===== src/rtl/pipe_shifter_pkg.sv =====
// pipe_shifter_pkg
//   Shared definitions for the pipelined barrel shifter: operation encodings
//   and a constant log2 helper used to size the shift-amount and stage count.
package pipe_shifter_pkg;

  typedef enum logic [1:0] {
    OP_LSL = 2'b00,  // logical
    OP_ASR = 2'b01,  // arithmetic (sign fill on right shifts)
    OP_ROT = 2'b10,  // rotate
    OP_RSV = 2'b11   // reserved, behaves as logical
  } op_e;

  // Ceiling log2; exact for the power-of-two widths this block supports.
  function automatic int log2_f(input int value);
    int r;
    r = 0;
    for (int i = 0; i < 31; i++) begin
      if ((1 << i) < value) r = i + 1;
    end
    return r;
  endfunction

endpackage


===== src/rtl/pipe_shifter_if.sv =====
// pipe_shifter_if
//   Request/result handshake bundle for pipe_shifter.
//   master : producer/consumer side (drives in_valid, ain, bin, op, out_ready)
//   slave  : the shifter (drives in_ready, out_valid, yout, zero)
interface pipe_shifter_if #(
  parameter int WIDTH = 16
);
  import pipe_shifter_pkg::*;

  localparam int SW = log2_f(WIDTH);

  logic             in_valid;
  logic             in_ready;
  logic [WIDTH-1:0] ain;
  logic [SW:0]      bin;
  logic [1:0]       op;
  logic             out_valid;
  logic             out_ready;
  logic [WIDTH-1:0] yout;
  logic             zero;

  modport master (
    output in_valid, ain, bin, op, out_ready,
    input  in_ready, out_valid, yout, zero
  );

  modport slave (
    input  in_valid, ain, bin, op, out_ready,
    output in_ready, out_valid, yout, zero
  );

endinterface


===== src/rtl/pipe_shifter_shift_stage.sv =====
// shift_stage
//   One registered pipeline stage of the barrel shifter: shifts the operand
//   left by 2^K when magnitude bit K is set. Vacated bits take the fill bit,
//   or the bits shifted out when the op is rotate. Right shifts arrive here
//   already bit-reversed, so only a left shifter is needed.
//   Ports:
//     clk, rst_n        clock, async active-low reset
//     i_en              global pipeline advance
//     i_valid/o_valid   stage valid
//     i_data/o_data     operand
//     i_mag/o_mag       shift magnitude (carried to later stages)
//     i_fill/o_fill     fill bit for vacated positions
//     i_dir/o_dir       1 = right shift (data is bit-reversed)
//     i_op/o_op         operation
module shift_stage
  import pipe_shifter_pkg::*;
#(
  parameter int WIDTH = 16,
  parameter int K     = 0,
  parameter int MW    = 5
) (
  input  logic             clk,
  input  logic             rst_n,
  input  logic             i_en,
  input  logic             i_valid,
  input  logic [WIDTH-1:0] i_data,
  input  logic [MW-1:0]    i_mag,
  input  logic             i_fill,
  input  logic             i_dir,
  input  op_e              i_op,
  output logic             o_valid,
  output logic [WIDTH-1:0] o_data,
  output logic [MW-1:0]    o_mag,
  output logic             o_fill,
  output logic             o_dir,
  output op_e              o_op
);

  localparam int SH = 1 << K;

  logic [WIDTH-1:0] w_shifted;

  logic             r_valid;
  logic [WIDTH-1:0] r_data;
  logic [MW-1:0]    r_mag;
  logic             r_fill;
  logic             r_dir;
  op_e              r_op;

  always_comb begin
    w_shifted = i_data;
    if (i_mag[K]) begin
      if (i_op == OP_ROT)
        w_shifted = {i_data[WIDTH-SH-1:0], i_data[WIDTH-1:WIDTH-SH]};
      else
        w_shifted = {i_data[WIDTH-SH-1:0], {SH{i_fill}}};
    end
  end

  always_ff @(posedge clk or negedge rst_n) begin
    if (!rst_n) begin
      r_valid <= 1'b0;
      r_data  <= '0;
      r_mag   <= '0;
      r_fill  <= 1'b0;
      r_dir   <= 1'b0;
      r_op    <= OP_LSL;
    end else if (i_en) begin
      r_valid <= i_valid;
      r_data  <= w_shifted;
      r_mag   <= i_mag;
      r_fill  <= i_fill;
      r_dir   <= i_dir;
      r_op    <= i_op;
    end
  end

  assign o_valid = r_valid;
  assign o_data  = r_data;
  assign o_mag   = r_mag;
  assign o_fill  = r_fill;
  assign o_dir   = r_dir;
  assign o_op    = r_op;

endmodule


===== src/rtl/pipe_shifter.sv =====
// pipe_shifter
//   Pipelined logical/arithmetic/rotate barrel shifter with a valid/ready
//   handshake. A decode register captures |bin|, direction, fill bit and op,
//   then SW shift stages (2^(SW-1) down to 1) complete the shift. Latency is
//   SW+1 enabled cycles; the whole pipe advances or holds as one unit.
//   Ports:
//     clk    clock
//     rst_n  async active-low reset
//     bus    pipe_shifter_if.slave (in_valid/in_ready, ain, bin, op,
//            out_valid/out_ready, yout, zero)
module pipe_shifter
  import pipe_shifter_pkg::*;
#(
  parameter int WIDTH = 16
) (
  input logic           clk,
  input logic           rst_n,
  pipe_shifter_if.slave bus
);

  localparam int SW = log2_f(WIDTH);
  localparam int MW = SW + 1;
  localparam logic [MW-1:0] MAG_ONE = {{SW{1'b0}}, 1'b1};

  function automatic logic [WIDTH-1:0] bit_rev(input logic [WIDTH-1:0] v);
    logic [WIDTH-1:0] r;
    for (int i = 0; i < WIDTH; i++) r[i] = v[WIDTH-1-i];
    return r;
  endfunction

  logic             w_en;
  logic             w_dir;
  logic [MW-1:0]    w_mag;
  op_e              w_op;
  logic             w_fill;
  logic [WIDTH-1:0] w_dec_data;

  logic             r_dec_valid;
  logic [WIDTH-1:0] r_dec_data;
  logic [MW-1:0]    r_dec_mag;
  logic             r_dec_fill;
  logic             r_dec_dir;
  op_e              r_dec_op;

  // Index 0 is the decode register, index i+1 the output of stage i.
  logic             w_valid [0:SW];
  logic [WIDTH-1:0] w_data  [0:SW];
  logic [MW-1:0]    w_mag_s [0:SW];
  logic             w_fill_s[0:SW];
  logic             w_dir_s [0:SW];
  op_e              w_op_s  [0:SW];

  logic [WIDTH-1:0] w_result;

  assign w_en = !bus.out_valid || bus.out_ready;

  always_comb begin
    w_dir  = bus.bin[SW];
    w_mag  = w_dir ? (~bus.bin + MAG_ONE) : bus.bin;
    w_op   = op_e'(bus.op);
    w_fill = (w_op == OP_ASR) && w_dir && bus.ain[WIDTH-1];
    w_dec_data = w_dir ? bit_rev(bus.ain) : bus.ain;
    // A shift by the full width only occurs for bin = -WIDTH, where the low
    // magnitude bits are zero; resolve it here so the stages never see it.
    if (w_mag[SW] && (w_op != OP_ROT))
      w_dec_data = {WIDTH{w_fill}};
  end

  always_ff @(posedge clk or negedge rst_n) begin
    if (!rst_n) begin
      r_dec_valid <= 1'b0;
      r_dec_data  <= '0;
      r_dec_mag   <= '0;
      r_dec_fill  <= 1'b0;
      r_dec_dir   <= 1'b0;
      r_dec_op    <= OP_LSL;
    end else if (w_en) begin
      r_dec_valid <= bus.in_valid;
      r_dec_data  <= w_dec_data;
      r_dec_mag   <= w_mag;
      r_dec_fill  <= w_fill;
      r_dec_dir   <= w_dir;
      r_dec_op    <= w_op;
    end
  end

  assign w_valid[0]  = r_dec_valid;
  assign w_data[0]   = r_dec_data;
  assign w_mag_s[0]  = r_dec_mag;
  assign w_fill_s[0] = r_dec_fill;
  assign w_dir_s[0]  = r_dec_dir;
  assign w_op_s[0]   = r_dec_op;

  for (genvar i = 0; i < SW; i++) begin : g_stage
    shift_stage #(
      .WIDTH (WIDTH),
      .K     (SW - 1 - i),
      .MW    (MW)
    ) u_stage (
      .clk     (clk),
      .rst_n   (rst_n),
      .i_en    (w_en),
      .i_valid (w_valid[i]),
      .i_data  (w_data[i]),
      .i_mag   (w_mag_s[i]),
      .i_fill  (w_fill_s[i]),
      .i_dir   (w_dir_s[i]),
      .i_op    (w_op_s[i]),
      .o_valid (w_valid[i+1]),
      .o_data  (w_data[i+1]),
      .o_mag   (w_mag_s[i+1]),
      .o_fill  (w_fill_s[i+1]),
      .o_dir   (w_dir_s[i+1]),
      .o_op    (w_op_s[i+1])
    );
  end

  assign w_result = w_dir_s[SW] ? bit_rev(w_data[SW]) : w_data[SW];

  assign bus.in_ready  = w_en;
  assign bus.out_valid = w_valid[SW];
  // Gated so stale datapath contents never appear on the output.
  assign bus.yout      = w_valid[SW] ? w_result : '0;
  assign bus.zero      = w_valid[SW] && (w_result == '0);

endmodule


===== src/flat_wrapper.sv =====
// flat-port wrapper written by rule: the top's interface ports become plain ports
module pipe_shifter_flat import pipe_shifter_pkg::*;
#(
  parameter int WIDTH = 16
)
  (clk, rst_n, bus_in_valid, bus_ain, bus_bin, bus_op, bus_out_ready, bus_in_ready, bus_out_valid, bus_yout, bus_zero);
  pipe_shifter_if #(.WIDTH(WIDTH)) bus_i ();
  input logic clk;
  input logic rst_n;
  input wire logic [$bits(bus_i.in_valid)-1:0] bus_in_valid;
  input wire logic [$bits(bus_i.ain)-1:0] bus_ain;
  input wire logic [$bits(bus_i.bin)-1:0] bus_bin;
  input wire logic [$bits(bus_i.op)-1:0] bus_op;
  input wire logic [$bits(bus_i.out_ready)-1:0] bus_out_ready;
  output wire logic [$bits(bus_i.in_ready)-1:0] bus_in_ready;
  output wire logic [$bits(bus_i.out_valid)-1:0] bus_out_valid;
  output wire logic [$bits(bus_i.yout)-1:0] bus_yout;
  output wire logic [$bits(bus_i.zero)-1:0] bus_zero;
  assign bus_i.in_valid = bus_in_valid;
  assign bus_i.ain = bus_ain;
  assign bus_i.bin = bus_bin;
  assign bus_i.op = bus_op;
  assign bus_i.out_ready = bus_out_ready;
  assign bus_in_ready = bus_i.in_ready;
  assign bus_out_valid = bus_i.out_valid;
  assign bus_yout = bus_i.yout;
  assign bus_zero = bus_i.zero;
  pipe_shifter #(.WIDTH(WIDTH)) u_core (.clk(clk), .rst_n(rst_n), .bus(bus_i));
endmodule

===== config.mk =====
export PLATFORM = sky130hd
export DESIGN_NAME = pipe_shifter_flat
export DESIGN_NICKNAME = d
export VERILOG_FILES = /design/src/rtl/pipe_shifter_pkg.sv /design/src/rtl/pipe_shifter_if.sv /design/src/rtl/pipe_shifter_shift_stage.sv /design/src/rtl/pipe_shifter.sv /design/src/flat_wrapper.sv
export SDC_FILE = /design/constraint.sdc
export NUM_CORES = 1
export LEC_CHECK = 0
export ABC_AREA = 1
export BUFFER_PORTS_ARGS = -buffer_cell sky130_fd_sc_hd__buf_2
export CAP_MARGIN = 15
export CELL_PAD_IN_SITES_DETAIL_PLACEMENT = 0
export CELL_PAD_IN_SITES_GLOBAL_PLACEMENT = 1
export CORE_UTILIZATION = 44
export DETAILED_ROUTE_END_ITERATION = 8
export PLACE_DENSITY_LB_ADDON = 0.1
export SYNTH_ARGS = -nofsm -noshare
export SYNTH_HDL_FRONTEND = slang
export SYNTH_SLANG_ARGS = --single-unit

===== constraint.sdc =====
create_clock -name clk -period 1.55 [get_ports clk]
set_input_delay 0.155 -clock clk [delete_from_list [all_inputs] [get_ports clk]]
set_output_delay 0.155 -clock clk [all_outputs]
set_load 0.05 [all_outputs]

# After elaboration in Yosys (flattened, before gate mapping)

Cells that the tools add are included.

Register bits: 112
Output and inout port bits: 19

Multiplexer cells: 13
Reductions and logical operators: 7
Eq/ne operators: 6
Add/sub/neg operators: 1
Bitwise operators: 1

Operators by type and width:

| cell                                                             | number |
|---|---|
| 16-bit two-way mux                                               | 8 |
| 16-bit zero test                                                 | 1 |
| 2-bit == test (second input constant)                            | 4 |
| 8-bit two-way mux                                                | 1 |
| 5-bit by 1-bit adder with 5-bit output (second input constant)   | 1 |
| 5-bit two-way mux                                                | 1 |
| 5-bit NOT                                                        | 1 |
| 1-bit logical AND                                                | 4 |
| 4-bit two-way mux                                                | 1 |
| 2-bit by 1-bit == test with 1-bit output (second input constant) | 1 |
| 2-bit two-way mux                                                | 1 |
| 2-bit != test (second input constant)                            | 1 |
| 1-bit zero test                                                  | 1 |
| 1-bit logical OR                                                 | 1 |
| 1-bit two-way mux                                                | 1 |

# Longest topological paths before layout

Gate-level depths: netlist (run 1).

Word-level depth: 5
Mapped depth: 10
Gate-level depth less buffers: 9

# Hierarchy

From an unflattened synthesis (run 1), not the netlist that was laid out.

Cell total of the unflattened synthesis: 820
Area total of the unflattened synthesis: 6418.7 µm²

By module, submodules not included:

| module                                   | area an instance (µm²) | seq. area each (µm²) | cells each | instances |
|---|---|---|---|---|
| pipe_shifter                             | 1692.9                 | 650.6                | 253        | 1 |
| shift_stage at u_core.g_stage[2].u_stage | 1214.9                 | 650.6                | 137        | 1 |
| shift_stage at u_core.g_stage[0].u_stage | 1201.2                 | 650.6                | 155        | 1 |
| shift_stage at u_core.g_stage[1].u_stage | 1174.9                 | 650.6                | 143        | 1 |
| shift_stage at u_core.g_stage[3].u_stage | 1134.8                 | 650.6                | 132        | 1 |

# Least setup slack after synthesis (run 1)

OpenSTA, ideal clock, no wires.

Kind: register to output
Start: register u_core.g_stage[3].u_stage.r_valid
End: output bus_yout[11]
Data arrival time: 2.300 ns
Setup slack: -0.905 ns
Stages on the path, launching flop included: 4
Path through: dfrtp_1 buf_2 clkinv_1 a211oi_1

Word-level cells in the longest chain between the ends: 1

Ends and longest elaborated chain:

| item                     | RTL line                       | RTL |
|---|---|---|
| start: declaration       | pipe_shifter_shift_stage.sv:43 | `logic r_valid;` |
| start signal: assignment | pipe_shifter_shift_stage.sv:69 | `r_valid <= i_valid;` |
| 16-bit two-way mux       | pipe_shifter.sv:123            | `assign bus.yout = w_valid[SW] ? w_result : '0;` |
| end: declaration         | flat_wrapper.sv:17             | `output wire logic [$bits(bus_i.yout)-1:0] bus_yout;` |

Every way passes these cells.

# Worst setup path after layout (run 1)

Start: register u_core.g_stage[3].u_stage.r_dir
End: output bus_zero

Word-level cells in the longest chain between the ends: 3

Ends and longest elaborated chain:

| item                     | RTL line                       | RTL |
|---|---|---|
| start: declaration       | pipe_shifter_shift_stage.sv:47 | `logic r_dir;` |
| start signal: assignment | pipe_shifter_shift_stage.sv:73 | `r_dir <= i_dir;` |
| 16-bit two-way mux       | pipe_shifter.sv:118            | `assign w_result = w_dir_s[SW] ? bit_rev(w_data[SW]) : w_data[SW];` |
| 16-bit zero test         | pipe_shifter.sv:124            | `assign bus.zero = w_valid[SW] && (w_result == '0);` |
| 1-bit logical AND        | pipe_shifter.sv:124            |  |
| end: declaration         | flat_wrapper.sv:18             | `output wire logic [$bits(bus_i.zero)-1:0] bus_zero;` |

Every way passes these cells.

==> results of run 1 <==
==> cell usage after synthesis <==
master    number  share of area (%)
o211ai_1      20                2.6
nand2_2        1               0.11
ha_1           1               0.22
nor2_4         1               0.20
dfrtp_1      112                 49
a21oi_1       62                5.4
buf_6          4               0.79
inv_1         96                6.3
buf_2         14                1.2
nand3_4        1               0.31
nor2_1        45                3.0
buf_4          8                1.1
a22oi_1        2               0.26
xor2_1         1               0.15
nand3_2        1               0.18
nor2_2         3               0.33
nand2_1      233                 15
a211oi_1       4               0.53
or2_2          1               0.11
nand3_1       12                1.1
clkinv_1       1              0.066
clkbuf_1      18                1.2
o21ai_0       93                8.2
o21ai_1       20                1.8
inv_2          2               0.13
nand2_4        1               0.20
==> kinds of logic after synthesis <==
| logic type | Yosys count | share of synthesized area [%] |
|---|---|---|
| and+or+nand+nor | 299 | 20.8 |
| AOI/OAI and AO/OA | 201 | 18.8 |
| buffers and inverters | 143 | 10.8 |
| DFF | 112 | 49.2 |
| xor gates and xnor gates | 1 | 0.154 |
| adders and majority gates | 1 | 0.220 |
==> how the worst max path moves through the flow <==
| stage | from | end | slack (ns) |
|---|---|---|---|
| 2_1_floorplan | u_core.g_stage[3].u_stage.o_valid | bus_yout[11] | 0.02 |
| 3_3_place_gp | u_core.g_stage[3].u_stage.o_dir | bus_yout[4] | 0.10 |
| 3_5_place_dp | u_core.g_stage[3].u_stage.o_dir | bus_zero | -0.001 |
| 4_1_cts | u_core.g_stage[3].u_stage.o_dir | bus_zero | -0.17 |
| 5_1_grt | u_core.g_stage[3].u_stage.o_data[1] | bus_zero | -0.21 |
| 6_report | u_core.g_stage[3].u_stage.o_dir | bus_zero | -0.13 |
==> repair_timing <==
| item | CTS | global route |
|---|---|---|
| endpoints found under the setup margin | 18 | 18 |
| cloned | 2 | 0 |
| pin swaps | 8 | 4 |
| gates resized for setup | 54 | 24 |
| hold buffers | 1 | 0 |
| setup buffers | 3 | 4 |
| hold endpoints to repair | 112 | 0 |
==> power by group through the flow <==
stage                     Clock [mW]  Sequential, mW  Combinational, mW
after detailed placement           0            5.18               6.37
after CTS                       2.87            5.11               7.08
after floorplan                    0            4.89               4.92
final                           2.81            5.14               7.25
after global routing            2.98            5.32               8.13
after global placement             0            5.15               6.26
==> worst min-delay path, stage by stage <==
cell and delay (ns):
buf_2 0.08, nand2_1 0.04, nand2_1 0.05
==> flip-flops by register name, indices dropped and copies added (netlist names) <==
signal,flops
u_core.r_dec_valid,1
u_core.g_stage.u_stage.o_dir,4
u_core.g_stage.u_stage.o_data,64
u_core.r_dec_dir,1
u_core.g_stage.u_stage.o_mag,6
u_core.g_stage.u_stage.o_valid,4
u_core.r_dec_mag,4
u_core.r_dec_op,2
u_core.g_stage.u_stage.o_op,6
u_core.r_dec_fill,1
u_core.r_dec_data,16
u_core.g_stage.u_stage.o_fill,3
==> per-stage QoR <==
step           setup slack, ns  utilization, %  cell area, um^2   TNS, ns  total power, mW
2_1_floorplan           0.0170               -             5800         0             9.81
3_3_place_gp             0.104            49.5             6250         0             11.4
3_5_place_dp          -0.00125            49.5             6250  -0.00125             11.6
4_1_cts                 -0.173            54.2             6840     -1.08             15.1
5_1_grt                 -0.211            55.0             6950     -1.98             16.4
6_report                -0.131            55.0             6950    -0.864             15.2
==> final cells by class <==
cell class	count	area, um^2	area share (%)
clock buffers	9	225	3.24
multi-input cells	502	2450	35.2
repair buffers	80	733	10.6
flip-flops and latches	112	2810	40.4
well taps	172	215	3.10
inverters	99	377	5.42
clock inverters	7	144	2.07
==> layer usage <==
metal | up-vias | track usage [%]
li1 | 2490 | -
met1 | 2201 | 25.2
met2 | 67 | 38.2
met3 | 20 | 2.88
met4 | 0 | 7.35
met5 | - | 0
==> flow_summary.ini, run 1 <==
[status]
status = finished with violations
violations = setup timing

[timing]
fin_crit_sh_pct = 108
layout_min_cycle_time_ns = 1.68
slew_viol_final = 0
clock_skew_ns = 0.00660
clock.fmax_ghz = 0.595
hold_ws_ns = 0.0140
rsz0062_at_grt = yes
setup_ws_ns = -0.131
worst_slew_pin_slew_ns = 0.557
setup_viol = 15
relSlewSlack_pct = 62.8
hold_viol = 0

[yosys]
yosys_warnings = 0
netlist_instances = 757
ys_seq_area_share_pct = 49.2
syn-cell-area_um2 = 5690
netlist-cell-type-count = 26
synth_nets = 785
synth_area_per_cell_um2 = 7.52
ys_ff_latch = 112

[power]
p_sw_share_pct = 42.5
p_leak_nw = 3.48
combPwrFrac_pct = 47.7
p_int_mw = 8.73
powerDensity_nw_per_um2 = 2190
p_clk_share_pct = 18.5
switching_power_mw = 6.46
p_seq_share_pct = 33.8
vdd_drop_max_mv = 0.755

[cts]
clock_latency_ns = 0.35
cts_tree = done
cts_buffers = 9
clock_path_buffers = 2
ctsRootBufferMaster = clkbuf_16
clk_pin_slew_ns = 0.07
cts.sinks = 112
h-tree-depth = 3

[job]
max_cap_viol_count = 0

[route]
vias_per_cell = 4.87
wl_met1_um = 5440
drt_first_pass_iters = 4
wl_met3_um = 278
wl_met2_um = 6640
ant_nets = 0
topRoutingLayerUsed = met4
wirelength_um = 12600
drc = 0
drtIter0Drc = 343
wl_per_cell_um = 12.8
num_vias = 4778

[worst_setup_path]
r2r_cells = 6
crit_type = reg -> out
cp_slowest_cell = dfrtp_2
r2r_end = u_core.r_dec_mag[1]
crit_path_start_kind = flop
end_kind = output port
slowest_delay_ns = 0.42
cp_max_fo = 7
critPathTopFamily = flip-flops
cp_num_cells = 7
r2r_start = u_core.g_stage[3].u_stage.o_valid
cp.required_ns = 1.39
crit_chain = buf_6 -> nand2_2 -> o21ai_2 -> nor2_1 -> nand3_1 -> nor2_4 -> buf_8
critical_path_buf_inv_count = 2
arrival_ns = 1.53
reg2reg_slack_ns = 0.10

[die]
die_area_um2 = 13400
core_um2 = 12600
dieHeight_um = 116
die_x_um = 116
start_util_pct = 45.1
ios = 46
row_count = 41

[final_layout]
final_cell_mix = nand2_1 (231), dfrtp_1 (110), inv_1 (92)
num_antenna_cells = 0
final_cell_count_no_fill = 981
drive_above_1_share_pct = 17.9
fill_cells = 1201
syn2layout_area_growth_pct = 22.0
nets = 832
layout_commonest_cell = nand2_1

[placed_design]
gp_congestion = 0.772
numPortBuffers = 45
hpwl_um = 8980
post-place-cells = 955

[global_routing]
antenna_found_initial = 0
grt-ovfl-total = 0
grt_usage_pct = 20.9
grt_max_degree = 86
grt_pass1_wl_um = 21900
grt_pass1_vias = 4623

[worst_hold_path]
min_to = u_core.r_dec_valid
hold_path_class = in -> reg
hp-start = bus_in_valid
min_path_cells = 3
(Power assumes the default switching activity.)
==> run 2: changes to the inputs <==
--- a/config.mk
+++ b/config.mk
@@ -10,7 +10,7 @@
 export CAP_MARGIN = 15
 export CELL_PAD_IN_SITES_DETAIL_PLACEMENT = 0
 export CELL_PAD_IN_SITES_GLOBAL_PLACEMENT = 1
-export CORE_UTILIZATION = 44
+export CORE_UTILIZATION = 48
 export DETAILED_ROUTE_END_ITERATION = 8
 export PLACE_DENSITY_LB_ADDON = 0.1
 export SYNTH_ARGS = -nofsm -noshare
==> constraint.sdc (replaced) <==
create_clock -name clk -period 2 [get_ports clk]
set_input_delay 0.2 -clock clk [delete_from_list [all_inputs] [get_ports clk]]
set_output_delay 0.2 -clock clk [all_outputs]
set_load 0.1 [all_outputs]
==> run 2 against run 1 <==
Effect of this change: largest power group unchanged; routed wire length fell by 0.70%; the run now ends clean; worst setup slack improved by 0.23 ns; highest routed layer unchanged; non-clock buffer count fell by 20; largest cell class unchanged; clock skew rose by 0.0019 ns; sequential share of layout area rose by 1.4 points.
==> flow_summary.ini, run 2 (synthesis results as in run 1) <==
[placed_design]
post-place-cells = 914
hpwl_um = 8590
gp_congestion = 0.821
place_ws_ns = 0.325
dpl-instance-area_um2 = 6400
numPortBuffers = 45

[final_layout]
largest_reg_flops = 64
fin_util_pct = 58.6
num_antenna_cells = 0
final_cell_count_no_fill = 932
nets = 812
syn2layout_area_growth_pct = 18.1
final_cell_mix = nand2_1 (233), dfrtp_1 (110), inv_1 (96)
layout_commonest_cell = nand2_1
stdcell_area_um2 = 6720
drive_above_1_share_pct = 13.1

[cts]
clk_pin_slew_ns = 0.07
ctsRootBufferMaster = clkbuf_16
clock_path_buffers = 2
cts.sinks = 112
cts_buffers = 9
clock_latency_ns = 0.36
h-tree-depth = 3
cts_tree = done

[die]
start_util_pct = 49.7
row_count = 39
die_area_um2 = 12300
ios = 46
core_um2 = 11500
die_x_um = 111
dieHeight_um = 111

[worst_setup_path]
cp-endpoint = bus_zero
end_kind = output port
cp.required_ns = 1.80
crit_path_start_kind = flop
r2r_start = u_core.g_stage[3].u_stage.o_valid
r2r_end = u_core.g_stage[0].u_stage.o_data[1]
cp_max_fo = 14
arrival_ns = 1.70
crit_type = reg -> out
reg2reg_slack_ns = 0.39
r2r_cells = 6
critPathLaunch = u_core.g_stage[3].u_stage.o_dir

[power]
combPwrFrac_pct = 52.5
p_leak_nw = 3.37
p_sw_share_pct = 47.4
p_seq_share_pct = 33.3
powerDensity_nw_per_um2 = 1800
vdd_drop_max_mv = 1.99
p_int_mw = 6.37
power_mw = 12.1
p_clk_share_pct = 14.2
switching_power_mw = 5.75

[timing]
fin_setup_tns_ns = 0
setup_ws_ns = 0.102
setup_viol = 0
layout_min_cycle_time_ns = 1.90
relSlewSlack_pct = 41.2
rsz0062_at_grt = no
clock_skew_ns = 0.00848
worst_slew_pin_slew_ns = 0.883
clock.fmax_ghz = 0.527
slew_viol_final = 0
fin_crit_sh_pct = 94.9
hold_ws_ns = 0.0400
hold_viol = 0

[route]
drtIter0Drc = 280
wirelength_um = 12500
ant_nets = 0
drt_first_pass_iters = 4
drc = 0
num_vias = 4790
vias_per_cell = 5.14
wl_per_cell_um = 13.4

[global_routing]
grt_max_degree = 119
antenna_found_initial = 0
grt_usage_pct = 21.4
grt_pass1_wl_um = 20900
grt_pass1_vias = 4422
grt-ovfl-total = 0

[status]
status = complete, no violations

[job]
max_cap_viol_count = 0

[worst_hold_path]
hold_path_class = in -> reg
-- run 2: changes by cell type in the layout (fill, tap and decap cells not counted), sizes merged --
cell,delta
buf,-20
bufbuf,-1
bufinv,-4
clkbuf,+6
clkinvlp,-2
inv,+1
-- run 2: what timing repair did --
item	CTS	global route
gates cloned	0	1
hold buffers	1	0
setup endpoints to repair	6	7
gates resized for setup	1	2
hold endpoints to repair	28	0
setup buffers	0	0
-- run 2: worst max-delay path, cell delays in order (launching register included) --
cell     delay, ns
dfrtp_2       0.49
o21ai_0       0.32
nand3_1       0.19
nor2_4        0.16
buf_12        0.18
-- run 2: layout make-up --
cell class / count / area (um^2)
multi-input combinational: 502 / 2380
tap: 143 / 179
inverter: 99 / 377
clock inverter: 2 / 13.8
timing repair buffer: 60 / 704
sequential: 112 / 2810
fill: 1075 / 4740
clock buffer: 14 / 264
-- run 2: layer usage --
layer / wire length, um / up-vias / GRT usage (%)
li1: - / 2453 / -
met1: 5590 / 2237 / 26.1
met2: 6240 / 80 / 37.0
met3: 377 / 20 / 4.26
met4: 291 / 0 / 8.80
met5: 0 / - / 0
-- run 2: power groups by stage --
| stage | clock, mW | sequential (mW) | combinational (mW) |
|---|---|---|---|
| floorplan | 0 | 3.84 | 4.63 |
| finish | 1.72 | 4.03 | 6.35 |
| global placement | 0 | 4.04 | 6.22 |
| detailed placement | 0 | 4.07 | 6.31 |
| global route | 1.84 | 4.18 | 6.95 |
| CTS | 1.75 | 4.03 | 6.33 |
-- run 2: worst min-delay path by stage --
stage,startpoint,endpoint,slack (ns),depth (start not counted)
floorplan,rst_n,u_core.g_stage[0].u_stage.o_data[0],-0.1,0
global placement,rst_n,u_core.g_stage[3].u_stage.o_data[8],0.17,1
detailed placement,rst_n,u_core.g_stage[3].u_stage.o_data[9],0.17,1
CTS,bus_in_valid,u_core.r_dec_valid,0.03,3
global route,bus_in_valid,u_core.r_dec_valid,0.05,3
finish,bus_in_valid,u_core.r_dec_valid,0.04,3
==> run 3: changes to the inputs <==
--- a/config.mk
+++ b/config.mk
@@ -13,6 +13,7 @@
 export CORE_UTILIZATION = 48
 export DETAILED_ROUTE_END_ITERATION = 8
 export PLACE_DENSITY_LB_ADDON = 0.1
+export REMOVE_ABC_BUFFERS = 1
 export SYNTH_ARGS = -nofsm -noshare
 export SYNTH_HDL_FRONTEND = slang
 export SYNTH_SLANG_ARGS = --single-unit
==> constraint.sdc (replaced) <==
create_clock -name clk -period 2.3 [get_ports clk]
set_input_delay 0.23 -clock clk [delete_from_list [all_inputs] [get_ports clk]]
set_output_delay 0.23 -clock clk [all_outputs]
set_load 0.1 [all_outputs]
==> run 3 against run 2 <==
Effect of this change: via count decreased by 3.2%; clock-buffer cell count decreased by 1; clock skew decreased by 0.00087 ns; cell count decreased by 0.54%; utilization decreased by 3.7 points; sequential share of layout area increased by 2.8 points; largest cell class unchanged.
==> flow_summary.ini, run 3 (synthesis results as in run 1) <==
[worst_setup_path]
end_kind = output port
cp_max_fo = 33
cp_common_cell = nor2_1
crit_path_start_kind = flop
cp_slowest_cell = dfrtp_2
reg2reg_slack_ns = 0.80
slowest_delay_ns = 0.66
cp.required_ns = 2.07
crit_type = reg -> out
arrival_ns = 1.84
crit_chain = o21ai_0 -> nor2_1 -> nand3_1 -> nor2_1 -> buf_12

[route]
drtIter0Drc = 243
num_vias = 4636
drt_first_pass_iters = 4
wirelength_um = 11200
ant_nets = 0
wl_per_cell_um = 12.0
vias_per_cell = 5.00
drc = 0

[global_routing]
grt-ovfl-total = 0
grt_max_degree = 127
grt_usage_pct = 20.0
antenna_found_initial = 0
grt_pass1_wl_um = 20200
grt_pass1_vias = 4557

[job]
max_cap_viol_count = 0

[timing]
setup_viol = 0
relSlewSlack_pct = 41.1
rsz0062_at_grt = no
layout_min_cycle_time_ns = 2.07
slew_viol_final = 0
fin_setup_tns_ns = 0
clock.fmax_ghz = 0.484
clock_skew_ns = 0.00761
setup_ws_ns = 0.234
worst_slew_pin_slew_ns = 0.883
fin_crit_sh_pct = 89.8
hold_viol = 0

[cts]
cts_tree = done
clk_pin_slew_ns = 0.07
h-tree-depth = 3
clock_latency_ns = 0.35
clock_path_buffers = 2
ctsRootBufferMaster = clkbuf_16
post_cts.repair.setup_buffers = 0
cts.sinks = 112
cts_buffers = 9

[final_layout]
largest_reg_flops = 64
fill_cells = 1136
num_antenna_cells = 0
drive_above_1_share_pct = 10.2
nets = 807
syn2layout_area_growth_pct = 10.5
layout_commonest_cell = nand2_1
stdcell_area_um2 = 6290
final_cell_mix = nand2_1 (233), dfrtp_1 (111), inv_1 (96)

[placed_design]
numPortBuffers = 45
dpl-instance-area_um2 = 5980
hpwl_um = 7840
place_ws_ns = 0.317
gp_congestion = 0.842

[die]
die_x_um = 111
dieHeight_um = 111
row_count = 39
die_area_um2 = 12300
ios = 46
core_um2 = 11500
start_util_pct = 49.7

[status]
status = complete, no violations

[power]
powerDensity_nw_per_um2 = 1510
vdd_drop_max_mv = 1.28
power_mw = 9.51
p_leak_nw = 3.26

[worst_hold_path]
hold_path_class = in -> reg
## run 3: cell types whose count changed in the layout (fill, tap and decap cells not counted), sizes merged
cell    delta
buf        -4
bufinv     +1
clkbuf     -2
clkinv     +1
inv        -1
## run 3: final timing paths
kind	from	to	cells after the start
max in group asynchronous	rst_n	u_core.r_dec_data[5]	3
worst max register to register	u_core.g_stage[3].u_stage.o_valid	u_core.g_stage[2].u_stage.o_data[9]	5
worst min-delay path	bus_in_valid	u_core.r_dec_valid	3
worst min register to register	u_core.g_stage[2].u_stage.o_valid	u_core.g_stage[3].u_stage.o_valid	2
worst max-delay path	u_core.g_stage[3].u_stage.o_dir	bus_zero	5
min in group asynchronous	rst_n	u_core.r_dec_op[1]	2
## run 3: stage by stage
stage                     instances  utilization, %  hold WS [ns]
after detailed placement        910            52.2         0.257
after floorplan                 713               -       -0.0656
final                           927            54.9        0.0862
after global routing            927            54.9        0.0963
after CTS                       927            54.9        0.0716
after global placement          910            52.2         0.263
## run 3: repair_timing
item,in CTS,in global routing
endpoints found under the setup margin,2,0
gates resized for setup,1,0
hold endpoints to repair,42,0
hold buffers,1,0
## run 3: per-layer routing
| layer | GRT usage, % | share of wire [%] | vias to the layer above |
|---|---|---|---|
| met1 | 24.1 | 46 | 2063 |
| li1 | - | - | 2447 |
| met5 | 0 | 0 | - |
| met3 | 2.68 | 3.1 | 18 |
| met4 | 10.6 | 2.9 | 0 |
| met2 | 34.8 | 48 | 108 |
## run 3: power by group
part           switching (mW)  total, mW  internal [mW]
Sequential              0.640       3.49           2.85
Clock                   0.655       1.56          0.901
Combinational            3.30       4.46           1.16
Total                    4.59       9.51           4.92
## run 3: final cells by class
cell class	count	area [um^2]	share of cell area, %
clock inverters	3	40.0	0.636
clock buffers	13	260	4.13
well taps	143	179	2.84
repair buffers	55	358	5.68
flip-flops and latches	112	2800	44.5
multi-input cells	502	2280	36.3
inverters	99	372	5.90
## run 3: worst max-delay path, delay by kind of cell (launching register included)
kind	cells	cell delay, ns
and+or+nand+nor	3	0.40
DFF	1	0.66
buffers and inverters	1	0.21
AOI/OAI and AO/OA	1	0.22
